===== src/rtl/hub75_fbw_ctrl_if.sv =====
// hub75_fbw_ctrl_if
//   Bundles the pixel stream (valid/ready), the hub75_top frame-buffer write
//   port (fbw_*), the frame swap handshake and the status pulses.
//   master : controller side (accepts pixels, drives fbw_*/frame_swap/stat_*)
//   slave  : environment side (pixel source plus hub75_top)
interface hub75_fbw_ctrl_if #(
  parameter int N_BANKS     = 2,
  parameter int N_ROWS      = 32,
  parameter int N_COLS      = 64,
  parameter int BITDEPTH    = 24,
  parameter int LOG_N_BANKS = $clog2(N_BANKS),
  parameter int LOG_N_ROWS  = $clog2(N_ROWS),
  parameter int LOG_N_COLS  = $clog2(N_COLS)
);
  logic [BITDEPTH-1:0]    in_data;
  logic                   in_sof;
  logic                   in_valid;
  logic                   in_ready;
  logic [LOG_N_BANKS-1:0] fbw_bank_addr;
  logic [LOG_N_ROWS-1:0]  fbw_row_addr;
  logic                   fbw_row_store;
  logic                   fbw_row_rdy;
  logic                   fbw_row_swap;
  logic [BITDEPTH-1:0]    fbw_data;
  logic [LOG_N_COLS-1:0]  fbw_col_addr;
  logic                   fbw_wren;
  logic                   frame_swap;
  logic                   frame_rdy;
  logic                   stat_frame;
  logic                   stat_resync;

  modport master (
    input  in_data, in_sof, in_valid, fbw_row_rdy, frame_rdy,
    output in_ready, fbw_bank_addr, fbw_row_addr, fbw_row_store, fbw_row_swap,
           fbw_data, fbw_col_addr, fbw_wren, frame_swap, stat_frame, stat_resync
  );

  modport slave (
    output in_data, in_sof, in_valid, fbw_row_rdy, frame_rdy,
    input  in_ready, fbw_bank_addr, fbw_row_addr, fbw_row_store, fbw_row_swap,
           fbw_data, fbw_col_addr, fbw_wren, frame_swap, stat_frame, stat_resync
  );
endinterface


===== src/rtl/hub75_fbw_ctrl.sv =====
// hub75_fbw_ctrl
//   Feeds the hub75_top line buffer from a raster pixel stream, then swaps and
//   stores each completed line to (bank,row). After the last line it requests
//   a frame swap and holds off the stream until hub75_top reports it done.
// Ports
//   clk  : clock
//   rst  : synchronous active-high reset
//   bus  : hub75_fbw_ctrl_if.master (pixel stream, fbw_* write port,
//          frame_swap/frame_rdy, stat_frame/stat_resync pulses)
//
// state      | meaning
// LOAD       | accept pixels into the line buffer
// WAIT_ROW   | line full, wait for framebuffer ready
// SWAP       | line-buffer swap pulse
// STORE      | store pulse to (bank,row), advance line
// WAIT_LAST  | last line stored, wait for framebuffer ready
// FSWAP      | frame swap request pulse
// WAIT_FRAME | wait for hub75_top to finish the frame swap
module hub75_fbw_ctrl #(
  parameter int N_BANKS     = 2,
  parameter int N_ROWS      = 32,
  parameter int N_COLS      = 64,
  parameter int BITDEPTH    = 24,
  parameter int LOG_N_BANKS = $clog2(N_BANKS),
  parameter int LOG_N_ROWS  = $clog2(N_ROWS),
  parameter int LOG_N_COLS  = $clog2(N_COLS)
) (
  input logic              clk,
  input logic              rst,
  hub75_fbw_ctrl_if.master bus
);
  localparam int LINE_W = LOG_N_BANKS + LOG_N_ROWS;
  localparam logic [LINE_W-1:0]     LAST_LINE = LINE_W'(N_BANKS * N_ROWS - 1);
  localparam logic [LOG_N_COLS-1:0] LAST_COL  = LOG_N_COLS'(N_COLS - 1);

  typedef enum logic [2:0] {
    S_LOAD, S_WAIT_ROW, S_SWAP, S_STORE, S_WAIT_LAST, S_FSWAP, S_WAIT_FRAME
  } state_t;

  state_t                state, state_nxt;
  logic [LINE_W-1:0]     line, line_nxt;
  logic [LOG_N_COLS-1:0] col, col_nxt, wcol_nxt;
  logic                  guard;
  logic                  accept;
  logic                  resync;
  logic                  frame_done;

  assign bus.in_ready = (state == S_LOAD) & ~rst;
  assign accept       = bus.in_valid & bus.in_ready;
  // A frame start anywhere but (0,0) restarts the frame at this pixel.
  assign resync       = bus.in_sof & ((line != '0) | (col != '0));

  always_comb begin
    state_nxt  = state;
    line_nxt   = line;
    col_nxt    = col;
    wcol_nxt   = col;
    frame_done = 1'b0;
    case (state)
      S_LOAD: begin
        if (accept) begin
          if (resync) begin
            wcol_nxt = '0;
            col_nxt  = LOG_N_COLS'(1);
            line_nxt = '0;
          end else if (col == LAST_COL) begin
            col_nxt   = '0;
            state_nxt = S_WAIT_ROW;
          end else begin
            col_nxt = col + LOG_N_COLS'(1);
          end
        end
      end
      // guard masks a rdy that has not yet dropped in response to our last pulse
      S_WAIT_ROW:  if (bus.fbw_row_rdy & ~guard) state_nxt = S_SWAP;
      S_SWAP:      state_nxt = S_STORE;
      S_STORE: begin
        if (line == LAST_LINE) begin
          state_nxt = S_WAIT_LAST;
        end else begin
          line_nxt  = line + LINE_W'(1);
          state_nxt = S_LOAD;
        end
      end
      S_WAIT_LAST: if (bus.fbw_row_rdy & ~guard) state_nxt = S_FSWAP;
      S_FSWAP:     state_nxt = S_WAIT_FRAME;
      S_WAIT_FRAME: begin
        if (bus.frame_rdy & ~guard) begin
          state_nxt  = S_LOAD;
          line_nxt   = '0;
          col_nxt    = '0;
          frame_done = 1'b1;
        end
      end
      default: state_nxt = S_LOAD;
    endcase
  end

  always_ff @(posedge clk) begin
    if (rst) begin
      state             <= S_LOAD;
      line              <= '0;
      col               <= '0;
      guard             <= 1'b0;
      bus.fbw_wren      <= 1'b0;
      bus.fbw_data      <= '0;
      bus.fbw_col_addr  <= '0;
      bus.fbw_row_swap  <= 1'b0;
      bus.fbw_row_store <= 1'b0;
      bus.fbw_bank_addr <= '0;
      bus.fbw_row_addr  <= '0;
      bus.frame_swap    <= 1'b0;
      bus.stat_frame    <= 1'b0;
      bus.stat_resync   <= 1'b0;
    end else begin
      state        <= state_nxt;
      line         <= line_nxt;
      col          <= col_nxt;
      guard        <= bus.fbw_row_store | bus.frame_swap;
      bus.fbw_wren <= accept;
      if (accept) begin
        bus.fbw_data     <= bus.in_data;
        bus.fbw_col_addr <= wcol_nxt;
      end
      // Pulses are registered off the next state so they line up with it.
      bus.fbw_row_swap  <= (state_nxt == S_SWAP);
      bus.fbw_row_store <= (state_nxt == S_STORE);
      if (state_nxt == S_STORE) {bus.fbw_bank_addr, bus.fbw_row_addr} <= line;
      bus.frame_swap    <= (state_nxt == S_FSWAP);
      bus.stat_frame    <= frame_done;
      bus.stat_resync   <= accept & resync;
    end
  end
endmodule


===== src/flat_wrapper.sv =====
// flat-port wrapper written by rule: the top's interface ports become plain ports
module hub75_fbw_ctrl_flat 
#(
  parameter int N_BANKS     = 2,
  parameter int N_ROWS      = 32,
  parameter int N_COLS      = 64,
  parameter int BITDEPTH    = 24,
  parameter int LOG_N_BANKS = $clog2(N_BANKS),
  parameter int LOG_N_ROWS  = $clog2(N_ROWS),
  parameter int LOG_N_COLS  = $clog2(N_COLS)
)
  (clk, rst, bus_in_data, bus_in_sof, bus_in_valid, bus_fbw_row_rdy, bus_frame_rdy, bus_in_ready, bus_fbw_bank_addr, bus_fbw_row_addr, bus_fbw_row_store, bus_fbw_row_swap, bus_fbw_data, bus_fbw_col_addr, bus_fbw_wren, bus_frame_swap, bus_stat_frame, bus_stat_resync);
  hub75_fbw_ctrl_if #(.N_BANKS(N_BANKS), .N_ROWS(N_ROWS), .N_COLS(N_COLS), .BITDEPTH(BITDEPTH), .LOG_N_BANKS(LOG_N_BANKS), .LOG_N_ROWS(LOG_N_ROWS), .LOG_N_COLS(LOG_N_COLS)) bus_i ();
  input logic clk;
  input logic rst;
  input wire logic [$bits(bus_i.in_data)-1:0] bus_in_data;
  input wire logic [$bits(bus_i.in_sof)-1:0] bus_in_sof;
  input wire logic [$bits(bus_i.in_valid)-1:0] bus_in_valid;
  input wire logic [$bits(bus_i.fbw_row_rdy)-1:0] bus_fbw_row_rdy;
  input wire logic [$bits(bus_i.frame_rdy)-1:0] bus_frame_rdy;
  output wire logic [$bits(bus_i.in_ready)-1:0] bus_in_ready;
  output wire logic [$bits(bus_i.fbw_bank_addr)-1:0] bus_fbw_bank_addr;
  output wire logic [$bits(bus_i.fbw_row_addr)-1:0] bus_fbw_row_addr;
  output wire logic [$bits(bus_i.fbw_row_store)-1:0] bus_fbw_row_store;
  output wire logic [$bits(bus_i.fbw_row_swap)-1:0] bus_fbw_row_swap;
  output wire logic [$bits(bus_i.fbw_data)-1:0] bus_fbw_data;
  output wire logic [$bits(bus_i.fbw_col_addr)-1:0] bus_fbw_col_addr;
  output wire logic [$bits(bus_i.fbw_wren)-1:0] bus_fbw_wren;
  output wire logic [$bits(bus_i.frame_swap)-1:0] bus_frame_swap;
  output wire logic [$bits(bus_i.stat_frame)-1:0] bus_stat_frame;
  output wire logic [$bits(bus_i.stat_resync)-1:0] bus_stat_resync;
  assign bus_i.in_data = bus_in_data;
  assign bus_i.in_sof = bus_in_sof;
  assign bus_i.in_valid = bus_in_valid;
  assign bus_i.fbw_row_rdy = bus_fbw_row_rdy;
  assign bus_i.frame_rdy = bus_frame_rdy;
  assign bus_in_ready = bus_i.in_ready;
  assign bus_fbw_bank_addr = bus_i.fbw_bank_addr;
  assign bus_fbw_row_addr = bus_i.fbw_row_addr;
  assign bus_fbw_row_store = bus_i.fbw_row_store;
  assign bus_fbw_row_swap = bus_i.fbw_row_swap;
  assign bus_fbw_data = bus_i.fbw_data;
  assign bus_fbw_col_addr = bus_i.fbw_col_addr;
  assign bus_fbw_wren = bus_i.fbw_wren;
  assign bus_frame_swap = bus_i.frame_swap;
  assign bus_stat_frame = bus_i.stat_frame;
  assign bus_stat_resync = bus_i.stat_resync;
  hub75_fbw_ctrl #(.N_BANKS(N_BANKS), .N_ROWS(N_ROWS), .N_COLS(N_COLS), .BITDEPTH(BITDEPTH), .LOG_N_BANKS(LOG_N_BANKS), .LOG_N_ROWS(LOG_N_ROWS), .LOG_N_COLS(LOG_N_COLS)) u_core (.clk(clk), .rst(rst), .bus(bus_i));
endmodule

===== config.mk =====
export PLATFORM = sky130hd
export DESIGN_NAME = hub75_fbw_ctrl_flat
export DESIGN_NICKNAME = d
export VERILOG_FILES = /design/src/rtl/hub75_fbw_ctrl_if.sv /design/src/rtl/hub75_fbw_ctrl.sv /design/src/flat_wrapper.sv
export SDC_FILE = /design/constraint.sdc
export NUM_CORES = 1
export LEC_CHECK = 0
export CAP_MARGIN = 5
export CORE_MARGIN = 4
export CORE_UTILIZATION = 50
export CTS_CLUSTER_SIZE = 24
export DETAILED_ROUTE_END_ITERATION = 7
export GPL_TIMING_DRIVEN = 0
export PLACE_DENSITY_LB_ADDON = 0.08
export SYNTH_ARGS = -nofsm -noshare
export SYNTH_HDL_FRONTEND = slang
export SYNTH_SLANG_ARGS = --single-unit

===== constraint.sdc =====
create_clock -name clk -period 3.8 [get_ports clk]
set_input_delay 1.14 -clock clk [delete_from_list [all_inputs] [get_ports clk]]
set_output_delay 1.14 -clock clk [all_outputs]
set_load 0.05 [all_outputs]

== Word-level counts from Yosys, hierarchy flattened ==
Index checks and enable logic that the tools add are counted.
Cells by class
  $add $sub $neg: 2
  equality and inequality tests: 15
  mux-type cells: 20
  bitwise logic cells: 11
  reduce and logical (&&, ||, !) cells: 8
Operator list (count)
  $mux W6: 9
  $mux W3: 7
  $pmux W3 S7: 1
  $pmux W6 S3: 1
  $add A6 B1 Y6 const B: 2
  $eq A3 B2 Y1 const B: 4
  $eq A3 B3 Y1 const B: 4
  $eq A6 B6 Y1 const B: 2
  $pmux W6 S2: 1
  $reduce_bool A6 Y1: 2
  $and A1 B1 Y1: 6
  $ne A2 B1 Y1 const B: 3
  $reduce_and A5 Y1: 1
  $eq A3 B1 Y1 const B: 1
  $logic_not A3 Y1: 1
  $not A1 Y1: 3
  $reduce_and A3 Y1: 1
  $reduce_bool A3 Y1: 1
  $ne A2 B2 Y1 const B: 1
  $or A1 B1 Y1: 2
  $reduce_bool A2 Y1: 1
  $reduce_or A2 Y1: 1
  $mux W1: 1
Storage, ports and cells
  register bits after elaboration: 58
  input bits: 30
  output and inout port bits: 43
  word-level logic and storage cells: 70

== Logic depth before layout (Yosys ltp) ==
  word-level depth: 7
  mapped depth: 8
  gate-level depth less buffers: 6

== Worst setup path before layout ==
OpenSTA, ideal clock, no wires.
  path kind: input to output
  start: in rst
  end: out bus_in_ready
  arrival time: 2.197 ns
  data required time: 2.660 ns
  slack: 0.463 ns
  cell stages on the path: 3
  buffers on the path: 2
  cells stage by stage: clkbuf_1 -> buf_1 -> nor2_1
On the way
  word-level cells in the longest chain between the ends: 2
RTL lines
  start, declared: RTL line flat_wrapper.sv:15  | input logic rst;
  $not A1 Y1: RTL line hub75_fbw_ctrl.sv:48  | assign bus.in_ready = (state == S_LOAD) & ~rst;
  $and A1 B1 Y1: RTL line hub75_fbw_ctrl.sv:48
  end, declared: RTL line flat_wrapper.sv:21  | output wire logic [$bits(bus_i.in_ready)-1:0] bus_in_ready;
Every way passes these cells.

== Worst setup path after layout ==
Same ends and word-level chain as after synthesis.

==> results.sh <==
export IMPL_overflow=0
export IMPL_layout_common_cells="clkdlybuf4s50_1, dfxtp_1, nand2_1"
export IMPL_drtIter0Drc=95
export IMPL_layout_cells_non_filler=427
export IMPL_ir_drop_v=0.0002942
export IMPL_drc_errors=0
export IMPL_finalSetupViolCount=0
export IMPL_syn_area_mm2=0.002472
export IMPL_dpl_cell_area_mm2=0.003277
export IMPL_hold_violations=0
export IMPL_path_clk_slew_ps=60
export IMPL_synthDistinctLibCells=49
export IMPL_initial_core_util_pct=52.00
export IMPL_rsz0062_at_grt="false"
export IMPL_num_fill_cells=382
export IMPL_pin_count=73
export IMPL_grt_pass1_vias=2127
export IMPL_critPathKind="in2out"
export IMPL_htreeDepth=3
export IMPL_antenna_left=0
export IMPL_preCtsSetupSlack_ps=-657.7
export IMPL_drv_cap=0
export IMPL_cts_tree="built"
export IMPL_whs_endpoint="u_core.guard$_SDFF_PP0_"
export IMPL_totalWireLength_um=5692
export IMPL_rr_endpoint="u_core.line[0]$_SDFFE_PP0P_"
export IMPL_worstPathArrival_ps=2490
export IMPL_dp_cells=412
export IMPL_dieArea_mm2=0.006134
export IMPL_grt_pass1_wl_um=9632
export IMPL_synthTopCellsByArea="dfxtp_1, nand2_1, nand3b_1"
export IMPL_num_antenna_cells=0
export IMPL_power_leakage_nw=1.414
export IMPL_grt_antenna_before_repair=0
export IMPL_fin_worst_hold_slack_ps=460.9
export IMPL_synth_flop_cell="dfxtp_1"
export IMPL_start_kind="primary input"
export IMPL_die_h_um=78.32
export IMPL_min_delay_path_depth=2
export IMPL_place_hpwl_um=4078
export IMPL_ys_ff_latch=58
export IMPL_synthCells=273
export IMPL_core_area_mm2=0.004755
export IMPL_holdBufCountCts=0
export IMPL_synth_top_area_share_pct=46.96
export IMPL_worstHoldPathType="reg2reg"
export IMPL_nets=389
export IMPL_track_usage_pct=19.92
export IMPL_cts_buffer_depth=2
export IMPL_syn2layout_area_growth_pct=41.35
export IMPL_tightest_slew_ps=650.1
export IMPL_globalplace_congestion=0.8079
export IMPL_crit_fanout=19
export IMPL_r2r_cells=5
export IMPL_rrSetupSlack_ps=1860
export IMPL_cts_buffers=9
export IMPL_drt_first_pass_iters=4
export IMPL_yosysWarningCount=0
export IMPL_cts_setup_buffers=0
export IMPL_layout_min_cycle_time_ps=3632
export IMPL_syn_area_per_cell_um2=9.056
export IMPL_hold_start="u_core.bus.fbw_row_store$_SDFF_PP0_"
export IMPL_ctsRootBufferMaster="clkbuf_8"
export IMPL_avgRoutedWirePerCell_um=13.33
export IMPL_num_vias=2214
export IMPL_synth_largest_area_cell="dfxtp_1"
export IMPL_max_freq_mhz=275.3
export IMPL_ys_seq_area_share_pct=46.96
export IMPL_final_common_cell="clkdlybuf4s50_1"
export IMPL_clock_skew_ps=10.92
export IMPL_max_slew_margin_pct=56.66
export IMPL_rows=25
export IMPL_crit_required_ps=2660
export IMPL_finalCritPeriodShare_pct=95.58
export IMPL_port_buffers=72
export IMPL_final_area_mm2=0.003495
export IMPL_synth_nets=307
export IMPL_vias_per_cell=5.185
export IMPL_grt_max_degree=11
export IMPL_die_x_um=78.32
export IMPL_status="complete, no violations"
export IMPL_p_total_w=0.001498
export IMPL_power_density_mw_per_mm2=428.6
export IMPL_drv_slew=0
export IMPL_ys_async_sr_fraction_pct=0
export IMPL_drive_gt1_share_pct=11.94
export IMPL_clk_latency_ps=340
export IMPL_synth_edff_count=0
export IMPL_r2r_start="u_core.state[2]$_SDFF_PP0_"
export IMPL_cts_sinks=58
export IMPL_endpoint_kind="output port"
export IMPL_setup_slack_ps=168.1
## report_power, final
group	internal [W]	switching (W)	leakage [nW]	total (W)
Clock	0.000385	0.000241	0.109	0.000625
Sequential	0.000632	0.0000134	0.473	0.000645
Combinational	0.0000919	0.000135	0.831	0.000227
## cell usage after synthesis (2+ instances only)
master and instances:
nand3_1 7, nor3_1 5, dfxtp_1 58, nand2b_1 4
mux2i_1 9, a22o_1 6, buf_2 5, o21ai_0 2
a21oi_1 8, and2b_2 2, buf_4 2, a311oi_1 2
nand3b_1 26, ha_1 4, inv_1 5, clkbuf_1 7
and3_2 3, nor2_1 18, a211oi_1 2, nand4_1 3
nand2_1 56, nor2b_1 4, a31oi_1 6, o21a_1 2
and3_1 3
## state kept, by name, summed over array words and instances (netlist names)
signal	count
u_core.col	6
u_core.bus.fbw_data	24
u_core.bus.stat_resync	1
u_core.bus.frame_swap	1
u_core.guard	1
u_core.bus.fbw_bank_addr	1
u_core.bus.stat_frame	1
u_core.bus.fbw_col_addr	6
u_core.bus.fbw_row_swap	1
u_core.bus.fbw_wren	1
u_core.bus.fbw_row_store	1
u_core.bus.fbw_row_addr	5
u_core.line	6
u_core.state	3
## per-stage QoR
step	utilization, %	TNS, ps
2_1_floorplan	-	0
3_3_place_gp	68.92	-665.7
3_5_place_dp	68.92	-657.7
4_1_cts	73.61	0
5_1_grt	73.50	0
6_report	73.50	0
## layer usage
layer  wire (um)  GRT usage, %
met1        2575         24.39
met2        2505         29.79
met3         477         7.683
met4         134         11.36
met5           0             0
## critical path, cell delays in order
cell and delay, ps:
clkdlybuf4s50_1 560, buf_2 360, nor2_1 90, clkdlybuf4s15_2 340
## kinds of logic (layout without fill, tap and decap cells)
family          Yosys count  after routing  synth area share (%)
compound gates           39             39                 12.40
buf+inv                  22            109                 4.352
simple gates            140            140                 30.01
mux                      10             10                 4.251
fa+ha+maj                 4              4                 2.024
flops                    58             58                 46.96
## timing repair
item,in CTS,in global routing
setup endpoints to repair,1,1
gates cloned,0,0
gates resized for setup,5,1
## area by class of cell
| class | count | area, um2 | area share [%] |
|---|---|---|---|
| sequential | 58 | 1161 | 33.23 |
| multi-input combinational | 193 | 1204 | 34.44 |
| clock inverter | 5 | 77.57 | 2.220 |
| inverter | 5 | 18.77 | 0.5371 |
| clock buffer | 11 | 141.4 | 4.046 |
| tap | 67 | 83.83 | 2.399 |
| buffer | 16 | 86.33 | 2.470 |
| timing repair buffer | 72 | 721.9 | 20.66 |
## worst max path at each step
stage               from      endpoint  slack [ps]  cells past startpoint
finish               rst  bus_in_ready         170                      4
global route         rst  bus_in_ready          70                      4
CTS                  rst  bus_in_ready          20                      5
detailed placement   rst  bus_in_ready        -660                      5
global placement     rst  bus_in_ready        -670                      5
floorplan            rst  bus_in_ready         460                      3
(Power assumes the default switching activity.)
